`src/rtl/cpu_cu_gen.sv`:
```
// cpu_cu_gen: multi-cycle FETCH/DECODE/EXECUTE control unit for the 301 CPU; define CU_MEM_WAIT_EN to stall memory states on mem_rdy
module cpu_cu_gen #(
   parameter int IR_W  = 16,
   parameter int RA_W  = 3,
   parameter int ALU_W = 4
) (
   input  logic             clk,
   input  logic             reset,
   input  logic [IR_W-1:0]  IR,
   input  logic             N,
   input  logic             Z,
   input  logic             C,
   input  logic             mem_rdy,
   input  logic             cont,
   output logic [RA_W-1:0]  w_adr,
   output logic [RA_W-1:0]  r_adr,
   output logic [RA_W-1:0]  s_adr,
   output logic             adr_sel,
   output logic             s_sel,
   output logic             pc_ld,
   output logic             pc_inc,
   output logic             pc_sel,
   output logic             ir_ld,
   output logic             mw_en,
   output logic             rw_en,
   output logic [ALU_W-1:0] alu_op,
   output logic [7:0]       status,
   output logic             halted,
   output logic             illegal
);
   localparam int OPC_W = IR_W - 3*RA_W;
   // execute states are encoded by their status index so status is simply {flags, state}
   typedef enum logic [4:0] {
      S_ADD = 5'h00, S_SUB, S_CMP, S_MOV, S_SHL, S_SHR, S_INC, S_DEC,
      S_LOAD, S_STO, S_LDI, S_HALT, S_JE, S_JNE, S_JC, S_JMP,
      S_AND, S_OR, S_XOR, S_JN, S_JNN, S_JNC,
      S_RESET = 5'h1C, S_FETCH, S_DECODE, S_ILL
   } state_t;
   state_t           state_q, state_d, dec;
   logic [2:0]       flg_q, flg_d;
   logic [OPC_W-1:0] opc;
   logic [RA_W-1:0]  d, a, b;
   logic             rdy, legal, alu_st, in_exec;
   assign opc     = IR[IR_W-1:3*RA_W];
   assign d       = IR[3*RA_W-1:2*RA_W];
   assign a       = IR[2*RA_W-1:RA_W];
   assign b       = IR[RA_W-1:0];
   assign legal   = (opc >> 5) == ({OPC_W{1'b1}} >> 5);
   assign in_exec = state_q <= S_JNC;
   assign alu_st  = state_q inside {S_ADD, S_SUB, S_CMP, S_SHL, S_SHR, S_INC, S_DEC, S_AND, S_OR, S_XOR};
`ifdef CU_MEM_WAIT_EN
   assign rdy = mem_rdy;
`else
   logic unused_mem_rdy;
   assign unused_mem_rdy = mem_rdy;
   assign rdy = 1'b1;
`endif
   // opcode to execute state; upper half maps straight onto the index
   always_comb begin
      dec = S_ILL;
      if (legal)
         dec = opc[4] ? state_t'({1'b0, opc[3:0]}) :
               opc[4:0] == 5'd0 ? S_JN  :
               opc[4:0] == 5'd1 ? S_JNN :
               opc[4:0] == 5'd2 ? S_JNC :
               opc[4:0] == 5'd3 ? S_AND :
               opc[4:0] == 5'd4 ? S_OR  :
               opc[4:0] == 5'd5 ? S_XOR : S_ILL;
   end
   // next state and flag capture
   always_comb begin
      state_d = state_q;
      flg_d   = alu_st ? {N, Z, C} : flg_q;
      case (state_q)
         S_RESET:              state_d = S_FETCH;
         S_FETCH:              state_d = rdy ? S_DECODE : S_FETCH;
         S_DECODE:             state_d = dec;
         S_LOAD, S_STO, S_LDI: state_d = rdy ? S_FETCH : state_q;
         S_HALT:               state_d = cont ? S_FETCH : S_HALT;
         S_ILL:                state_d = S_ILL;
         default:              state_d = S_FETCH;
      endcase
   end
   // state and flag registers
   always_ff @(posedge clk or posedge reset) begin
      if (reset) begin
         state_q <= S_RESET;
         flg_q   <= '0;
      end else begin
         state_q <= state_d;
         flg_q   <= flg_d;
      end
   end
   // control word fields; memory strobes only fire once memory is ready
   always_comb begin
      w_adr   = '0;
      r_adr   = '0;
      s_adr   = '0;
      adr_sel = 1'b0;
      s_sel   = 1'b0;
      pc_inc  = 1'b0;
      ir_ld   = 1'b0;
      mw_en   = 1'b0;
      rw_en   = 1'b0;
      halted  = 1'b0;
      illegal = 1'b0;
      status  = {flg_q, state_q};
      case (state_q)
         S_RESET:  status = 8'hFF;
         S_FETCH:  begin status = 8'h80; ir_ld = rdy; pc_inc = rdy; end
         S_DECODE: status = 8'hC0;
         S_ILL:    begin status = 8'hF0; illegal = 1'b1; end
         S_ADD, S_SUB, S_AND, S_OR, S_XOR: begin w_adr = d; r_adr = a; s_adr = b; rw_en = 1'b1; end
         S_CMP:    begin r_adr = a; s_adr = b; end
         S_MOV:    begin w_adr = d; s_adr = b; adr_sel = 1'b1; rw_en = 1'b1; end
         S_SHL, S_SHR, S_INC, S_DEC: begin w_adr = d; s_adr = b; rw_en = 1'b1; end
         S_LOAD:   begin w_adr = d; r_adr = b; adr_sel = 1'b1; rw_en = rdy; end
         S_STO:    begin r_adr = d; s_adr = b; adr_sel = 1'b1; mw_en = rdy; end
         S_LDI:    begin w_adr = d; s_sel = 1'b1; rw_en = rdy; pc_inc = rdy; end
         S_HALT:   halted = 1'b1;
         default:  ;
      endcase
   end
   assign pc_sel = in_exec && !(state_q inside {S_LDI, S_HALT, S_JE, S_JNE, S_JC, S_JMP, S_JN, S_JNN, S_JNC});
   assign pc_ld  = (state_q == S_JE  &&  flg_q[1]) || (state_q == S_JNE && !flg_q[1]) ||
                   (state_q == S_JC  &&  flg_q[0]) || (state_q == S_JNC && !flg_q[0]) ||
                   (state_q == S_JN  &&  flg_q[2]) || (state_q == S_JNN && !flg_q[2]) ||
                   state_q == S_JMP;
   assign alu_op = ALU_W'(state_q == S_ADD ? 4'h4 :
                          state_q inside {S_SUB, S_CMP} ? 4'h5 :
                          state_q == S_AND ? 4'h8 :
                          state_q == S_OR  ? 4'h9 :
                          state_q == S_XOR ? 4'hA :
                          state_q == S_SHL ? 4'h7 :
                          state_q == S_SHR ? 4'h6 :
                          state_q == S_INC ? 4'h2 :
                          state_q == S_DEC ? 4'h3 : 4'h0);
endmodule
```
`config.mk`:
```
export PLATFORM = sky130hd
export DESIGN_NAME = cpu_cu_gen
export DESIGN_NICKNAME = d
export VERILOG_FILES = /design/src/rtl/cpu_cu_gen.sv
export SDC_FILE = /design/constraint.sdc
export NUM_CORES = 1
export LEC_CHECK = 0
export BUFFER_PORTS_ARGS = -buffer_cell sky130_fd_sc_hd__clkbuf_2
export CORE_MARGIN = 1.5
export CORE_UTILIZATION = 40
export CTS_BUF_LIST = sky130_fd_sc_hd__clkbuf_8
export CTS_CLUSTER_SIZE = 10
export DETAILED_ROUTE_END_ITERATION = 8
export PLACE_DENSITY = 0.7
export SLEW_MARGIN = 20
export SYNTH_ARGS = -nofsm -noshare
export SYNTH_HDL_FRONTEND = slang
export SYNTH_SLANG_ARGS = --single-unit
```
`constraint.sdc`:
```
create_clock -name clk -period 2.6 [get_ports clk]
set_clock_uncertainty 0.05 [all_clocks]
set_input_delay 0.52 -clock clk [delete_from_list [all_inputs] [get_ports clk]]
set_output_delay 0.52 -clock clk [all_outputs]
set_load 0.005 [all_outputs]
```
Word-level counts from Yosys, hierarchy flattened --
Cells that the tools add are included.
Storage, ports and cells: register bits 8, latch bits 0, bits in writable memories 0, bits in read-only memories 0, bits of input ports 23, word-level logic and storage cells 92, memories 0
Cells by class: add/subtract/negate cells 0, multiply operators 0, div/mod/pow operators 0, magnitude comparators 1, equality and inequality tests 31, shift-type cells 0, muxes and demuxes 31, bitwise logic cells 0, reduce and logical (&&, ||, !) cells 27
Operator list (count):
- $eq 5x5->1 const B | 10
- $mux 4 | 11
- $eq 5x4->1 const B | 8
- $pmux 8 s4 | 1
- $eq 5x3->1 const B | 6
- $reduce_or 12->1 | 2
- $eq 5x2->1 const B | 4
- $pmux 5 s4 | 1
- $mux 5 | 3
- $mux 3 | 4
- $eq 5x1->1 const B | 2
- $logic_not 5->1 | 2
- $reduce_bool 10->1 | 1
- $pmux 3 s3 | 1
- $reduce_bool 9->1 | 1
- $mux 1 | 8
- $logic_and 1x1->1 | 7
- $logic_or 1x1->1 | 6
- $reduce_or 6->1 | 1
- $le 5x5->1 const B | 1
- $logic_not 1->1 | 4
- $mux 2 | 2
- $reduce_or 3->1 | 1
- $eq 2x2->1 const B | 1
- other kinds (2) | 2

Longest topological paths before layout --
Gate-level depths: netlist of run 1.
word-level depth 10, mapped depth 6

Least setup slack after synthesis of run 1 --
No wires, ideal clock.
path type register to output, from register state_q[3], to output port r_adr[0], data arrival time 1.369 ns, data required time 2.030 ns, setup slack 0.661 ns, stages on the path, launching flop included 7, buffers on the path 2, cell sequence dfstp_2 > buf_6 > or3b_1 > buf_6 > nor2_8 > a22oi_1 > nand2_1
On the way: longest elaborated chain between the ends 3, elaborated cells on any way between the ends 10, those cells by class eq/ne: 7; mux: 1; reduce/logical: 2
Ends and longest elaborated chain:
- start: declaration | line 39 | state_t state_q, state_d, dec;
- start signal: assignment | line 90 | state_q <= state_d;
- $eq 5x1->1, or another cell as far along | line 108 | case (state_q)
- $reduce_or 6->1 (no source line)
- $pmux 3 s3 * | line 108
- end: declaration | line 16 | output logic [RA_W-1:0] r_adr,
Mark *: on every way between the ends. The rest lies on a longest branch, timed or not.

Worst setup path in the final report of run 1 --
from register state_q[2], to output port r_adr[1]
The elaborated chain is that of the path after synthesis.

==> results of run 1 <==
## area by class of cell
class	instances	area, sq um	area share
clock buffers	3	41.29	0.03357
inverters	6	22.52	0.01831
multi-input cells	106	651.9	0.5300
well taps	28	35.03	0.02848
clock inverters	1	3.754	0.003052
flip-flops and latches	8	207.7	0.1689
repair buffers	53	267.8	0.2177
## stage by stage
stage,instances,setup slack [ns]
floorplan,131,0.6607
global placement,201,0.3622
detailed placement,201,0.3262
CTS,205,0.06626
global route,205,0.01590
finish,205,0.1841
## sequential cells by signal (all words and copies together), names as in the netlist
register	flops
state_q	5
flg_q	3
## routing by layer
metal  global-route usage  wire length (um)
met4               0.1096                40
met1               0.2351              1108
met5                    0                 0
met3              0.03448               164
met2               0.4145              1396
## Yosys cell counts (2+ instances only)
master	number	area share
o211ai_1	2	0.016
nand2b_1	4	0.027
nor3_1	2	0.011
dfstp_2	3	0.084
mux2_2	4	0.048
o22a_1	2	0.019
and3_1	4	0.027
nand3_1	2	0.011
nand2_1	19	0.076
xnor2_1	2	0.019
buf_6	2	0.024
nor2b_1	5	0.033
dfrtp_1	5	0.13
o21ai_0	5	0.027
nor2_1	12	0.048
inv_1	5	0.020
nor3b_1	2	0.016
o22ai_1	5	0.033
a21oi_1	12	0.064
a22oi_1	3	0.024
buf_2	8	0.042
a31oi_1	2	0.013
and2_1	2	0.013
## cells in the final DEF, fill, tap and decap left out, drive strengths merged
cell and instances:
nand3 2, nor3b 2, or3 1, a21oi 12, a2bb2oi 1, or2 1
o22ai 5, dfstp 3, dfrtp 5, buf 1, nor2 14, nor2b 5
o31a 1, and2 2, and3 4, mux2i 1, or4 1, inv 7
or3b 1, nor4b 1, o31ai 1, a31oi 2, nand2b 4, o32a 1
nand2 19, mux2 4, a211oi 2, o22a 2, clkbuf 55, o21ai 6
o211ai 2, a22oi 3, xor2 1, nor3 3, xnor2 2
## final timing paths
kind	end	slack [ns]	from
max	r_adr[1]	0.18	state_q[2]
min	flg_q[1]	0.15	reset
max reg2reg	state_q[0]	0.69	state_q[2]
min reg2reg	flg_q[2]	0.49	flg_q[2]
max in group asynchronous	state_q[3]	2.06	reset
min in group clk	state_q[4]	0.43	IR[13]
## power by group through the flow
stage               logic (uW)  registers, uW  clock network [uW]
finish                     311            219                 158
global route               353            229                 169
CTS                        313            217                 164
detailed placement         311            218                   0
global placement           306            214                   0
floorplan                  266            152                   0
## cell families (layout without fill, tap and decap cells)
group                     count (synthesis)  count (layout)  share of synthesized area
AOI/OAI and AO/OA                        38              38                     0.2590
xor gates and xnor gates                  3               3                    0.02789
buffers and inverters                    17              63                    0.09428
DFF                                       8               8                     0.2165
muxes                                     5               5                    0.05843
and+or+nand+nor                          60              60                     0.3440
## worst max-delay path, stage by stage (launching register included)
cell,delay (ns)
dfstp_4,0.73
or3b_1,0.43
nor2_8,0.05
a22oi_1,0.21
nand2_1,0.08
clkbuf_2,0.11
## what timing repair did
action                                  CTS  global route
hold buffers                              0             0
resized for setup                         0             2
endpoints found under the setup margin    0             3
==> flow_summary.json, run 1 <==
{
  "status": "finished, final reports clean",
  "post-route-drc-count": 0,
  "post-cts-setup-buffer-count": 0,
  "dr_total_vias": 1132,
  "fin_area_sq_mm": 0.001230,
  "numCtsBuffers": 3,
  "netlist_instances": 131,
  "n_fill_cell": 228,
  "power_frac_clock": 0.230,
  "p_comb_frac": 0.452,
  "final_nets": 201,
  "finalCritPeriodShare": 0.9292,
  "p_seq_frac": 0.318,
  "drtIter0Drc": 14,
  "arrival_ns": 1.85,
  "die_w_um": 51.53,
  "ios": 54,
  "critPathLaunchType": "flop",
  "path_max_fanout": 21,
  "die-height_um": 51.53,
  "syn_area_per_cell_sq_um": 7.192,
  "yosysUniqueCellTypes": 42,
  "power_density_mw_per_mm2": 559.4,
  "setup_viol": 0,
  "endpoint_kind": "output port",
  "max_freq_mhz": 413.9,
  "hpwl_mm": 1.981,
  "synth_area_sq_um": 942.2,
  "gp_congestion": 0.8076,
  "p_int_uw": 391.4,
  "clkTransAtPathRegs_ns": 0.04,
  "cts_buffer_depth": 2,
  "grt_pass1_vias": 1054,
  "cp.required_ns": 2.03,
  "grt_max_degree": 22,
  "yosys_most_used_dff": "dfrtp_1",
  "synth-edff-count": 0,
  "maxSlewViolCount": 0,
  "port_buffers": 52,
  "grt_usage": 0.2203,
  "routed_wl_mm": 2.711,
  "ir_drop_mv": 0.5378,
  "htreeDepth": 1,
  "grt_antenna_before_repair": 0,
  "power_switching_uw": 296.7,
  "cts_tree": "built",
  "p_total_uw": 688.1,
  "hp-class": "in -> async",
  "yosysWarningCount": 0,
  "hold_violations": 0,
  "rsz0062_at_grt": "false",
  "period_minus_slack_ns": 2.416,
  "core_area_sq_mm": 0.002212,
  "drt_pass1_iterations": 4,
  "layout-drive-gt1-share": 0.3955,
  "wl_per_cell_um": 13.22,
  "ys_ff_latch": 8,
  "grt_pass1_wl_mm": 4.429,
  "cts_sinks": 8,
  "clk-insertion-delay-late_ns": 0.24,
  "grt_overflow": 0,
  "setup_tns_ns": 0,
  "antenna_left": 0,
  "r2r_cells": 4,
  "cts_root_buf": "clkbuf_8",
  "slew-limit-headroom": 0.6030,
  "postSynth.asyncResetShare": 1.000,
  "tightestPinTransition_ns": 0.5955,
  "final_util": 0.5560,
  "maxCapViolCount": 0,
  "seq_area_frac_synth": 0.2165,
  "switching_share": 0.4312,
  "area_growth_pct": 30.54,
  "diodes": 0,
  "synth_nets": 154,
  "vias_per_cell": 5.522,
  "dieArea_sq_mm": 0.002655,
  "rows": 17,
  "crit_type": "reg -> out",
  "start_util": 0.4259,
  "postPlaceCellArea_sq_mm": 0.001179,
  "p_leak_uw": 0.0006296,
  "holdWs_ns": 0.1537
}
(Power assumes the default switching activity.)
==> run 2, diff against run 1 <==
- BUFFER_PORTS_ARGS: -buffer_cell sky130_fd_sc_hd__clkbuf_2 -> -buffer_cell sky130_fd_sc_hd__buf_2
==> run 2 against run 1 <==
Compared with the run above:
- non-clock buffer count stayed put
- clock-buffer cell count stayed put
- clock power down 3%
- critical path type unchanged
- largest cell class unchanged
==> flow_summary.json, run 2 (same netlist as run 1, synthesis figures left out) <==
{
  "path_max_fanout": 21,
  "clk-insertion-delay-late_ns": 0.23,
  "vias_per_cell": 5.410,
  "reg2reg_setup_slack_ns": 0.67,
  "wl_per_cell_um": 12.86,
  "setup_tns_ns": 0,
  "switching_share": 0.4252,
  "r2r_cells": 4,
  "rsz0062_at_grt": "false",
  "grt_pass1_vias": 1067,
  "power_switching_uw": 289.8,
  "p_int_uw": 391.7,
  "hp-class": "in -> async",
  "largest_reg_flops": 5,
  "port_buffers": 52,
  "dieArea_sq_mm": 0.002655,
  "core_area_sq_mm": 0.002212,
  "ios": 54,
  "drtIter0Drc": 18,
  "grt_usage": 0.2138,
  "mostFrequentLayoutCells": "buf_2 (52), nand2_1 (18), nor2_1 (12), a21oi_1 (12), inv_1 (6)",
  "htreeDepth": 1,
  "maxCapViolCount": 0,
  "crit_type": "reg -> out",
  "p_comb_frac": 0.457,
  "final_common_cell": "buf_2",
  "clkTransAtPathRegs_ns": 0.04,
  "period_minus_slack_ns": 2.438,
  "slew-limit-headroom": 0.6055,
  "final_nets": 201,
  "finalCritPeriodShare": 0.9376,
  "area_growth_pct": 30.54,
  "grt_antenna_before_repair": 0,
  "cp.required_ns": 2.03,
  "post-cts-setup-buffer-count": 0,
  "start_util": 0.4259,
  "tightestPinTransition_ns": 0.5917,
  "die-height_um": 51.53,
  "endpoint_kind": "output port",
  "routed_wl_mm": 2.637,
  "rr_endpoint": "state_q[0]",
  "power_frac_clock": 0.224,
  "rows": 17,
  "cts_root_buf": "clkbuf_8",
  "p_leak_uw": 0.0006440,
  "numCtsBuffers": 3,
  "grt_max_degree": 22,
  "largest_register": "state_q",
  "holdWs_ns": 0.1793,
  "p_seq_frac": 0.319,
  "hpwl_mm": 1.992,
  "setup_viol": 0,
  "cts_buffer_depth": 2,
  "largestRegisters": "state_q: 5 flops, flg_q: 3 flops",
  "arrival_ns": 1.87,
  "cts_sinks": 8,
  "ir_drop_mv": 0.4288,
  "grt_pass1_wl_mm": 4.381,
  "power_density_mw_per_mm2": 554.0,
  "post-route-drc-count": 0,
  "critPathLaunchType": "flop",
  "dr_total_vias": 1109,
  "drt_pass1_iterations": 4,
  "maxSlewViolCount": 0,
  "status": "finished, final reports clean",
  "diodes": 0,
  "n_fill_cell": 226,
  "grt_overflow": 0,
  "r2r-start": "state_q[2]",
  "gp_congestion": 0.8061,
  "layout-drive-gt1-share": 0.3955,
  "max_freq_mhz": 410.2,
  "cts_tree": "built",
  "die_w_um": 51.53,
  "hold_violations": 0,
  "antenna_left": 0
}
run 2: cell types whose count changed in the layout (fill, tap and decap cells not counted), sizes merged:
cell    before  now
clkbuf      55    3
buf          1   53
run 2: timing repair:
action,in CTS,in global routing
endpoints found under the setup margin,0,5
resized for setup,0,2
hold buffers,0,0
hold endpoints to repair,0,0
run 2: worst max-delay path by stage:
stage | start | to | depth (start not counted) | slack, ns
after detailed placement | state_q[2] | status[6] | 5 | 0.30
after floorplan | state_q[3] | r_adr[0] | 6 | 0.66
after CTS | state_q[2] | status[6] | 5 | 0.05
after global placement | state_q[2] | status[6] | 5 | 0.36
final | state_q[2] | r_adr[1] | 5 | 0.16
after global routing | state_q[0] | adr_sel | 4 | 0.004
run 2: through the flow:
| step | total power [uW] | util | setup WS (ns) | area (sq um) | cells |
|---|---|---|---|---|---|
| 2_1_floorplan | 418.1 | - | 0.6607 | 942.2 | 131 |
| 3_3_place_gp | 518.7 | 0.5328 | 0.3592 | 1179 | 201 |
| 3_5_place_dp | 527.3 | 0.5328 | 0.3004 | 1179 | 201 |
| 4_1_cts | 682.7 | 0.5532 | 0.05262 | 1224 | 205 |
| 5_1_grt | 738.7 | 0.5560 | 0.004414 | 1230 | 205 |
| 6_report | 681.4 | 0.5560 | 0.1622 | 1230 | 205 |
run 2: worst max-delay path: stages (launching register included):
cell     delay (ns)
dfstp_4        0.72
or3b_1         0.43
nor2_8         0.05
a22oi_1        0.22
nand2_1        0.09
buf_2          0.13
run 2: layout make-up:
| class | count | area (sq um) | area share |
|---|---|---|---|
| clock inverter | 1 | 3.754 | 0.003052 |
| sequential | 8 | 207.7 | 0.1689 |
| clock buffer | 3 | 41.29 | 0.03357 |
| tap | 28 | 35.03 | 0.02848 |
| inverter | 6 | 22.52 | 0.01831 |
| multi-input combinational | 106 | 651.9 | 0.5300 |
| timing repair buffer | 53 | 267.8 | 0.2177 |
run 2: power by group through the flow:
stage	clock, uW	sequential (uW)	combinational, uW
after global placement	0	214	304
after CTS	155	216	312
final	153	218	311
after detailed placement	0	217	310
after floorplan	0	152	266
after global routing	162	228	349
run 2: per-layer routing:
layer | track usage | share of wire
met1 | 0.2359 | 0.42
met2 | 0.4252 | 0.52
met3 | 0.02011 | 0.059
met4 | 0.06140 | 0
met5 | 0 | 0
==> run 3, diff against run 2 <==
- BUFFER_PORTS_ARGS: -buffer_cell sky130_fd_sc_hd__buf_2 -> default
- CORE_MARGIN: 1.5 -> 4
- DONT_BUFFER_PORTS: default -> 1
- PLACE_DENSITY: 0.7 -> 0.5
==> run 3 against run 2 <==
Compared with the run above:
- combinational power decreased by 23%
- non-clock buffer count decreased by 51
- critical path depth did not move
- critical endpoint unchanged
- highest routed layer is now met4
- critical path type unchanged
- largest power group unchanged
==> flow_summary.json, run 3 (same netlist as run 1, synthesis figures left out) <==
{
  "status": "finished, final reports clean",
  "final_cells": 154,
  "arrival_ns": 1.80,
  "holdBufCountCts": 0,
  "drtIter0Drc": 22,
  "switching_share": 0.4480,
  "port_buffers": 0,
  "cts_tree": "built",
  "place_inst": 150,
  "dr_total_vias": 897,
  "crit_type": "reg -> out",
  "mostFrequentLayoutCells": "nand2_1 (18), nor2_1 (12), a21oi_1 (12)",
  "final_common_cell": "nand2_1",
  "hpwl_mm": 1.873,
  "ios": 54,
  "grt_pass1_wl_mm": 4.036,
  "tightestPinTransition_ns": 0.5902,
  "hp-class": "in -> async",
  "n_fill_cell": 249,
  "endpoint_kind": "output port",
  "finalCritPeriodShare": 0.9132,
  "grt_antenna_before_repair": 0,
  "setup_viol": 0,
  "cp_slowest_stage_delay_ns": 0.62,
  "largest_reg_flops": 5,
  "power_frac_clock": 0.252,
  "p_comb_frac": 0.392,
  "cts_buffer_depth": 2,
  "slowest_stage": "dfstp_2",
  "die-height_um": 56.53,
  "ir_drop_mv": 0.3861,
  "cp.required_ns": 2.03,
  "final_util": 0.4359,
  "final_nets": 150,
  "clk-insertion-delay-late_ns": 0.23,
  "cts_root_buf": "clkbuf_8",
  "crit_chain": "buf_4 -> or3b_1 -> nor2_8 -> a22oi_1 -> nand2_1",
  "grt_usage": 0.1586,
  "maxCapViolCount": 0,
  "slew-limit-headroom": 0.6065,
  "dieArea_sq_mm": 0.003196,
  "gp_congestion": 0.7764,
  "largest_register": "state_q",
  "area_growth_pct": 3.320,
  "grt_overflow": 0,
  "core_area_sq_mm": 0.002233,
  "rsz0062_at_grt": "false",
  "diodes": 0,
  "grt_max_degree": 19,
  "drt_pass1_iterations": 5,
  "rows": 17,
  "vias_per_cell": 5.825,
  "p_total_uw": 610.7,
  "maxSlewViolCount": 0,
  "period_minus_slack_ns": 2.374,
  "postPlaceCellArea_sq_um": 925.9,
  "htreeDepth": 1,
  "p_int_uw": 337.1,
  "numCtsBuffers": 3,
  "cts_sinks": 8,
  "fin_area_sq_um": 973.4,
  "layout-drive-gt1-share": 0.1508,
  "power_density_mw_per_mm2": 627.4,
  "p_leak_uw": 0.0004071,
  "post-route-drc-count": 0,
  "start_util": 0.4218,
  "p_seq_frac": 0.356,
  "clkTransAtPathRegs_ns": 0.04,
  "grt_pass1_vias": 847,
  "largestRegisters": "state_q: 5 flops, flg_q: 3 flops",
  "routed_wl_mm": 2.458,
  "max_freq_mhz": 421.2,
  "wl_per_cell_um": 15.96,
  "power_switching_uw": 273.6,
  "path_max_fanout": 12,
  "antenna_left": 0,
  "hold_violations": 0,
  "die_w_um": 56.53,
  "critPathLaunchType": "flop",
  "setup_tns_ns": 0
}
==> run 3: cell types whose count changed in the layout (fill, tap and decap cells not counted) <==
cell     before  now
buf_2        52    0
buf_4         1    2
dfstp_2       2    3
dfstp_4       1    0
==> run 3: cell type report <==
type,instances,area [sq um],share of cell area
Clock buffer,3,41.29,0.04242
Multi-Input combinational cell,106,651.9,0.6697
Inverter,6,22.52,0.02314
Timing Repair Buffer,2,15.01,0.01542
Sequential cell,8,203.9,0.2095
Tap cell,28,35.03,0.03599
Clock inverter,1,3.754,0.003856
==> run 3: per-layer routing <==
layer	up-vias	global-route usage	part of all wire
met5	-	0	0
li1	451	-	-
met1	405	0.1875	0.43
met3	5	0.02529	0.070
met2	36	0.2739	0.48
met4	0	0.07797	0.018
==> run 3: what timing repair did <==
item	4_1_cts	5_1_grt
gates resized for setup	0	1
buffers inserted	0	0
setup endpoints to repair	0	1
==> run 3: path summary, 6_finish.rpt <==
kind                                 start         end  slack [ns]  depth (start not counted)
worst max-delay path            state_q[2]    r_adr[1]        0.23                          5
worst min-delay path                 reset    flg_q[1]        0.06                          1
worst max register to register  state_q[4]  state_q[0]        0.71                          4
worst min register to register    flg_q[2]    flg_q[2]        0.50                          1
max in group asynchronous            reset  state_q[2]        2.15                          1
min in group clk                    IR[13]  state_q[4]        0.29                          1
==> run 3: metrics by stage <==
step | setup slack [ns] | hold slack, ns
global placement | 0.4207 | 0.3193
floorplan | 0.6607 | 0.2835
finish | 0.2256 | 0.06499
CTS | 0.1522 | 0.07119
global route | 0.1015 | 0.09235
detailed placement | 0.4008 | 0.3236
==> run 3: power groups by stage <==
stage / Clock, uW / Sequential [uW] / Combinational (uW)
5_1_grt: 164 / 225 / 272
3_3_place_gp: 0 / 215 / 240
2_1_floorplan: 0 / 152 / 266
3_5_place_dp: 0 / 217 / 242
4_1_cts: 160 / 215 / 243
6_report: 154 / 217 / 240
==> run 3: worst max-delay path, delay by kind of cell (launching register included) <==
kind,cells,cell delay [ns]
flip-flops,1,0.62
AND/OR/NAND/NOR,3,0.55
buffers and inverters,1,0.21
AO/OA/AOI/OAI,1,0.20
